<file path="src/rtl/dm_arb_pkg.sv">
// Shared types and constants for the data-memory arbiter.
package dm_arb_pkg;

    localparam int ADDR_W_DEF = 12;
    localparam int DATA_W_DEF = 12;

    // Wide enough for a counter load of RD_LAT-1 with RD_LAT up to 7.
    localparam int CNT_W = 3;

    typedef enum logic [1:0] {
        IDLE   = 2'd0,
        ACCESS = 2'd1,
        WAIT   = 2'd2
    } state_t;

    // Owner encoding; also the bit index of each requester in req[1:0].
    localparam logic OWN_CORE = 1'b0;
    localparam logic OWN_EXT  = 1'b1;

endpackage

</file>
<file path="src/rtl/dm_arbiter_rr_arb2.sv">
// Two-input picker: req[0] = core, req[1] = external port.
// When DM_ARB_CORE_PRIO_EN is defined the core wins every tie; otherwise a tie
// goes to the requester that did not own the previous access.
module rr_arb2
    import dm_arb_pkg::*;
(
    input  logic [1:0] req,
    input  logic       last_owner,
    output logic       winner
);

`ifdef DM_ARB_CORE_PRIO_EN
    // last_owner is kept on the interface so the top is identical in both builds.
    logic unused_last;
    assign unused_last = last_owner;
`endif

    // Resolve the winner; a lone requester always wins.
    always_comb begin
        winner = OWN_CORE;
        case (req)
            2'b01:   winner = OWN_CORE;
            2'b10:   winner = OWN_EXT;
`ifdef DM_ARB_CORE_PRIO_EN
            2'b11:   winner = OWN_CORE;
`else
            2'b11:   winner = (last_owner == OWN_CORE) ? OWN_EXT : OWN_CORE;
`endif
            default: winner = OWN_CORE;
        endcase
    end

endmodule

</file>
<file path="src/rtl/dm_arbiter.sv">
// Data-memory arbiter between the processor core and an external port.
// One access at a time: IDLE samples requests, ACCESS drives the memory strobe
// for one cycle, WAIT counts out the read latency and returns registered data.
// Optional macro DM_ARB_CORE_PRIO_EN: core always wins a tie (see rr_arb2).
module dm_arbiter
    import dm_arb_pkg::*;
#(
    parameter int ADDR_W = ADDR_W_DEF,
    parameter int DATA_W = DATA_W_DEF,
    parameter int RD_LAT = 1             // 1..7 cycles from mem_en to valid mem_rdata
) (
    input  logic              clk,
    input  logic              rst,

    input  logic              core_req,
    input  logic              core_we,
    input  logic [ADDR_W-1:0] core_addr,
    input  logic [DATA_W-1:0] core_wdata,
    output logic              core_gnt,
    output logic [DATA_W-1:0] core_rdata,
    output logic              core_rvalid,

    input  logic              ext_req,
    input  logic              ext_we,
    input  logic [ADDR_W-1:0] ext_addr,
    input  logic [DATA_W-1:0] ext_wdata,
    output logic              ext_gnt,
    output logic [DATA_W-1:0] ext_rdata,
    output logic              ext_rvalid,

    output logic              mem_en,
    output logic              mem_we,
    output logic [ADDR_W-1:0] mem_addr,
    output logic [DATA_W-1:0] mem_wdata,
    input  logic [DATA_W-1:0] mem_rdata,

    output logic              busy
);

    // WAIT is entered one cycle after mem_en, so it runs RD_LAT cycles total.
    localparam logic [CNT_W-1:0] CNT_LOAD = CNT_W'(RD_LAT - 1);

    state_t            state, state_n;
    logic [CNT_W-1:0]  cnt, cnt_n;
    logic              last_owner, last_owner_n;
    logic              owner, owner_n;
    logic              winner;

    logic              core_gnt_n, ext_gnt_n;
    logic              core_rvalid_n, ext_rvalid_n;
    logic [DATA_W-1:0] core_rdata_n, ext_rdata_n;
    logic              mem_en_n, mem_we_n;
    logic [ADDR_W-1:0] mem_addr_n;
    logic [DATA_W-1:0] mem_wdata_n;
    logic              busy_n;

    rr_arb2 u_pick (
        .req        ({ext_req, core_req}),
        .last_owner (last_owner),
        .winner     (winner)
    );

    // Next state, command latch and read-data return; every output is a register.
    always_comb begin
        state_n       = state;
        cnt_n         = cnt;
        last_owner_n  = last_owner;
        owner_n       = owner;
        core_gnt_n    = 1'b0;
        ext_gnt_n     = 1'b0;
        core_rvalid_n = 1'b0;
        ext_rvalid_n  = 1'b0;
        core_rdata_n  = core_rdata;
        ext_rdata_n   = ext_rdata;
        mem_en_n      = 1'b0;
        mem_we_n      = 1'b0;
        mem_addr_n    = mem_addr;
        mem_wdata_n   = mem_wdata;

        case (state)
            IDLE: begin
                if (core_req || ext_req) begin
                    state_n      = ACCESS;
                    owner_n      = winner;
                    last_owner_n = winner;
                    mem_en_n     = 1'b1;
                    if (winner == OWN_CORE) begin
                        core_gnt_n  = 1'b1;
                        mem_we_n    = core_we;
                        mem_addr_n  = core_addr;
                        mem_wdata_n = core_wdata;
                    end else begin
                        ext_gnt_n   = 1'b1;
                        mem_we_n    = ext_we;
                        mem_addr_n  = ext_addr;
                        mem_wdata_n = ext_wdata;
                    end
                end
            end

            ACCESS: begin
                // mem_we still holds the command being issued this cycle.
                if (mem_we) begin
                    state_n = IDLE;
                end else begin
                    cnt_n   = CNT_LOAD;
                    state_n = WAIT;
                end
            end

            WAIT: begin
                if (cnt == '0) begin
                    // mem_rdata is valid this cycle; only the owner's register moves.
                    state_n = IDLE;
                    if (owner == OWN_CORE) begin
                        core_rdata_n  = mem_rdata;
                        core_rvalid_n = 1'b1;
                    end else begin
                        ext_rdata_n  = mem_rdata;
                        ext_rvalid_n = 1'b1;
                    end
                end else begin
                    cnt_n = cnt - 1'b1;
                end
            end

            default: state_n = IDLE;
        endcase

        busy_n = (state_n != IDLE);
    end

    // State and output registers; reset abandons any access in flight.
    always_ff @(posedge clk or posedge rst) begin
        if (rst) begin
            state       <= IDLE;
            cnt         <= '0;
            last_owner  <= OWN_EXT;
            owner       <= OWN_CORE;
            core_gnt    <= 1'b0;
            ext_gnt     <= 1'b0;
            core_rvalid <= 1'b0;
            ext_rvalid  <= 1'b0;
            core_rdata  <= '0;
            ext_rdata   <= '0;
            mem_en      <= 1'b0;
            mem_we      <= 1'b0;
            mem_addr    <= '0;
            mem_wdata   <= '0;
            busy        <= 1'b0;
        end else begin
            state       <= state_n;
            cnt         <= cnt_n;
            last_owner  <= last_owner_n;
            owner       <= owner_n;
            core_gnt    <= core_gnt_n;
            ext_gnt     <= ext_gnt_n;
            core_rvalid <= core_rvalid_n;
            ext_rvalid  <= ext_rvalid_n;
            core_rdata  <= core_rdata_n;
            ext_rdata   <= ext_rdata_n;
            mem_en      <= mem_en_n;
            mem_we      <= mem_we_n;
            mem_addr    <= mem_addr_n;
            mem_wdata   <= mem_wdata_n;
            busy        <= busy_n;
        end
    end

endmodule
</file>
<file path="config.mk">
export PLATFORM = sky130hd
export DESIGN_NAME = dm_arbiter
export DESIGN_NICKNAME = d
export VERILOG_FILES = /design/src/rtl/dm_arb_pkg.sv /design/src/rtl/dm_arbiter_rr_arb2.sv /design/src/rtl/dm_arbiter.sv
export SDC_FILE = /design/constraint.sdc
export NUM_CORES = 1
export LEC_CHECK = 0
export CAP_MARGIN = 25
export CORE_ASPECT_RATIO = 1.2
export CORE_MARGIN = 1.5
export CORE_UTILIZATION = 46
export DETAILED_ROUTE_END_ITERATION = 10
export MAX_ROUTING_LAYER = met4
export PLACE_DENSITY = 0.86
export SLEW_MARGIN = 20
export SYNTH_ARGS = -nofsm -noshare
export SYNTH_HDL_FRONTEND = slang
export SYNTH_SLANG_ARGS = --single-unit
</file>
<file path="constraint.sdc">
create_clock -name clk -period 5.28 [get_ports clk]
set_clock_uncertainty 0.2 [all_clocks]
set_input_delay 1.056 -clock clk [delete_from_list [all_inputs] [get_ports clk]]
set_output_delay 1.056 -clock clk [all_outputs]
set_load 0.1 [all_outputs]
</file>
== Word level (Yosys, flattened, before mapping) ==
Cells that the tools add are included.
Word-level totals
  flip-flop bits (word level): 62
  input port bits: 66
Cells by class
  mux-type cells: 28
  reductions and logical operators: 9
  bitwise gates (word level): 1
  equality and inequality tests: 6
  add/sub/neg operators: 1
Operators by type and width (count)
  two-way mux 12 bit: 2
  two-way mux 1 bit: 18
  AND reduction 3 bit: 3
  == test 2 bit (second input constant): 3
  two-way mux 2 bit: 3
  two-way mux 3 bit: 2
  case mux 2 bit (3 select lines): 1
  case mux 3 bit (2 select lines): 1
  inequality test 2 bit (second input constant): 2
  nonzero test 2 bit: 2
  zero test 3 bit: 1
  subtractor 3 x 1 -> 3 bit (second input constant): 1
  == test 2 x 1 -> 1 bit (second input constant): 1
  zero test 2 bit: 1
  case mux 1 bit (2 select lines): 1
  AND reduction 2 bit: 1
  logical OR 1 bit: 1
  NOT 1 bit: 1

== Longest topological paths before layout ==
  word-level depth: 5
  gate-level depth with buffers: 6
  gate-level depth less buffers: 5

== Cells and area by module ==
Synthesis repeated with hierarchy kept, for this count alone.
Second synthesis, totals
  cells, all modules: 178
  area total of the unflattened synthesis: 2870.3 um2
Modules (own cells, without submodules)
  dm_arbiter: sequential area each 1552.7 um2, area each 2859.0 um2, cells each 177, instances 1
  rr_arb2: sequential area each 0.0 um2, area each 11.3 um2, cells each 1, instances 1

== Worst setup path before layout ==
No wires, ideal clock.
  kind: input port to flip-flop
  start point: in ext_req
  end point: reg mem_addr[0]
  stages: 5
  library setup time: 0.126 ns
  slack: 2.904 ns
  arrival: 2.050 ns
  path through: a21bo_1 > buf_6 > buf_12 > mux2_4 > mux2_4
Between the ends
  word-level cells in the longest chain between the ends: 3
  elaborated cells on any way between the ends: 6
RTL lines
  start, declared: RTL line dm_arbiter.sv:23  | input logic ext_req,
  == test 2 bit: RTL line dm_arbiter_rr_arb2.sv:21  | case (req)
  case mux 1 bit (2 select lines): RTL line dm_arbiter_rr_arb2.sv:21
  two-way mux 12 bit: RTL line dm_arbiter.sv:87  | if (winner == OWN_CORE) begin
  end signal, assigned: RTL line dm_arbiter.sv:164  | mem_addr <= mem_addr_n;
  end, declared: RTL line dm_arbiter.sv:33  | output logic [ADDR_W-1:0] mem_addr,
Parallel ways exist; a longest one is shown, timed or not.
A chain may end at the register's enable or synchronous reset.

== Worst setup path in the final report ==
  start point: reg mem_wdata[8]
  end point: out mem_wdata[8]
RTL lines
  start, declared: RTL line dm_arbiter.sv:34  | output logic [DATA_W-1:0] mem_wdata,
  start signal, assigned: RTL line dm_arbiter.sv:165  | mem_wdata <= mem_wdata_n;
No word-level cell between the ends.

==> impl_metrics.json <==
{
  "outcome": "completed",
  "cp.arrival_ns": 1.84,
  "hold_viol_final": 0,
  "n_antenna_cell": 0,
  "synth_cell_types": 32,
  "cts_resized": 0,
  "placed_cell_area_sq_um": 4064,
  "dieArea_sq_um": 6620,
  "grt_usage": 0.2101,
  "drv_slew": 0,
  "final.setup.tns_ns": 0,
  "drive_gt1_frac": 0.3003,
  "required_ns": 4.02,
  "setup_violations": 0,
  "antenna_found_initial": 0,
  "min-delay-start": "core_rdata[7]",
  "die_w_microns": 74.53,
  "grt-ovfl-total": 0,
  "hold_path_class": "reg2reg",
  "r2r_start": "cnt[0]",
  "synth.net_count": 248,
  "grt_pass1_wl_microns": 9977,
  "cts_hold_buf": 0,
  "drv_cap": 0,
  "endpoint_kind": "output port",
  "clockBufferDepth": 2,
  "syn-mean-instance-area_sq_um": 15.69,
  "worst_setup_path_start_kind": "flip-flop",
  "viasPerCell": 4.944,
  "finalInstanceArea_sq_um": 4302,
  "crit_slowest_cell": "clkdlybuf4s50_1",
  "drc_errors": 0,
  "final_common_cell": "clkdlybuf4s50_1",
  "clock-sinks": 62,
  "yosysTopAreaCellShare": 0.5405,
  "rows": 31,
  "ant_nets": 0,
  "cts_tree": "yes",
  "slew_headroom": 0.3244,
  "ys_top_cells_by_area": "dfrtp_1 54%, mux2_4 19%, mux2_2 13%, mux2_1 1.6%, buf_12 1.4%",
  "worstSetupPathType": "reg2out",
  "seq_area_frac_synth": 0.5498,
  "root_buffer": "clkbuf_8",
  "htree_levels": 3,
  "grt_pass1_vias": 2080,
  "initial_core_util": 0.4728,
  "post-route-min-period_ns": 3.098,
  "cp_max_fo": 2,
  "dpl.hpwl_microns": 4673,
  "vias": 1953,
  "synth_area_leader_cell": "dfrtp_1",
  "io_pins": 121,
  "postCtsSetupRepairBufs": 0,
  "clkLatencyLatePin_ns": 0.33,
  "critPathMaxStageDelay_ns": 1.15,
  "path_clk_slew_ns": 0.06,
  "die_y_microns": 88.83,
  "io_buffer_count": 120,
  "wire_per_inst_microns": 15.87,
  "max_freq_mhz": 322.8,
  "nets": 376,
  "cp_cell_sequence": "clkdlybuf4s50_1",
  "drtIter0Drc": 52,
  "fin_crit_sh": 0.5867,
  "path_delay_family": "buffers and inverters",
  "grt_max_degree": 41,
  "final_cell_mix": "120 x clkdlybuf4s50_1, 61 x dfrtp_1, 36 x mux2_4, 33 x mux2_2, 10 x clkbuf_8",
  "area_growth_pct": 52.33,
  "rsz0062_at_grt": "false",
  "synth_area_sq_um": 2824,
  "critical_path.n_buffers_inverters": 1,
  "syn-instance-count": 180,
  "core_sq_um": 5973,
  "synth-seq-cells": 62,
  "yosysWarningCount": 0,
  "cts_inserted_buffers": 9,
  "worstMarginPinSlew_ns": 1.010,
  "gp_congestion": 0.7225,
  "dr.pass1.iters": 3,
  "crit_start": "mem_wdata[8]",
  "drt_wl_total_microns": 6270
}
-- cells by family (layout without fill, tap and decap cells) --
group | after synthesis | in the layout | synth area share
and+or+nand+nor | 17 | 17 | 0.03545
buffers and inverters | 14 | 147 | 0.03721
muxes | 73 | 73 | 0.3389
adders and majority gates | 2 | 2 | 0.008860
AOI/OAI and AO/OA | 12 | 12 | 0.02969
DFF | 62 | 62 | 0.5498
-- worst paths after layout --
kind | endpoint | slack (ns) | cells after the start
min | core_rdata[7] | 0.29 | 1
max reg2reg | ext_rdata[3] | 3.07 | 5
min reg2reg | core_rdata[7] | 0.29 | 1
max | mem_wdata[8] | 2.18 | 1
max in group asynchronous | core_rdata[4] | 3.14 | 3
min in group asynchronous | mem_addr[7] | 0.87 | 2
-- layer usage --
layer  vias up  global-route usage  share of wire
met1       962              0.2417           0.39
met2        87              0.3498           0.53
met3        13             0.03645          0.059
met4         0              0.1074          0.022
met5         -                   -              0
li1        891                   -              -
-- synthesized netlist by cell type (all sizes together) --
cell type	instances
buf	7
nand2	1
and3	1
o21ai	2
nand2b	3
nor2b	2
nand3	2
or3b	1
dfstp	1
nor3	2
a31oi	1
nand3b	1
a31o	1
mux2	73
a21o	1
o31ai	1
or3	1
inv	7
dfrtp	61
a21bo	1
nor2	3
ha	2
a21boi	2
a21oi	3
-- metrics by stage --
stage | setup slack [ns] | util | hold WS [ns] | instances
detailed placement | 1.610 | 0.6804 | 0.2769 | 377
floorplan | 2.484 | - | 0.2655 | 180
CTS | 1.973 | 0.7164 | 0.2918 | 393
global route | 2.127 | 0.7202 | 0.3063 | 395
finish | 2.182 | 0.7202 | 0.2916 | 395
global placement | 1.666 | 0.6804 | 0.2654 | 377
-- area by class of cell --
class                           instances  area, sq um
Tap cell                               82        102.6
Clock buffer                           12        145.1
Fill cell                             455         1672
Timing Repair Buffer                  124         1239
Clock inverter                          4        70.07
Multi-Input combinational cell        104         1166
Inverter                                7        26.28
Sequential cell                        62         1553
-- registers in the layout, summed over array words and instances (netlist names), 2 cells and up --
signal	flops
mem_addr	12
cnt	3
state	2
core_rdata	12
ext_rdata	12
mem_wdata	12
Power is not shown: default switching activity piles up to over one toggle a cycle in this logic, so the estimate is an artifact.
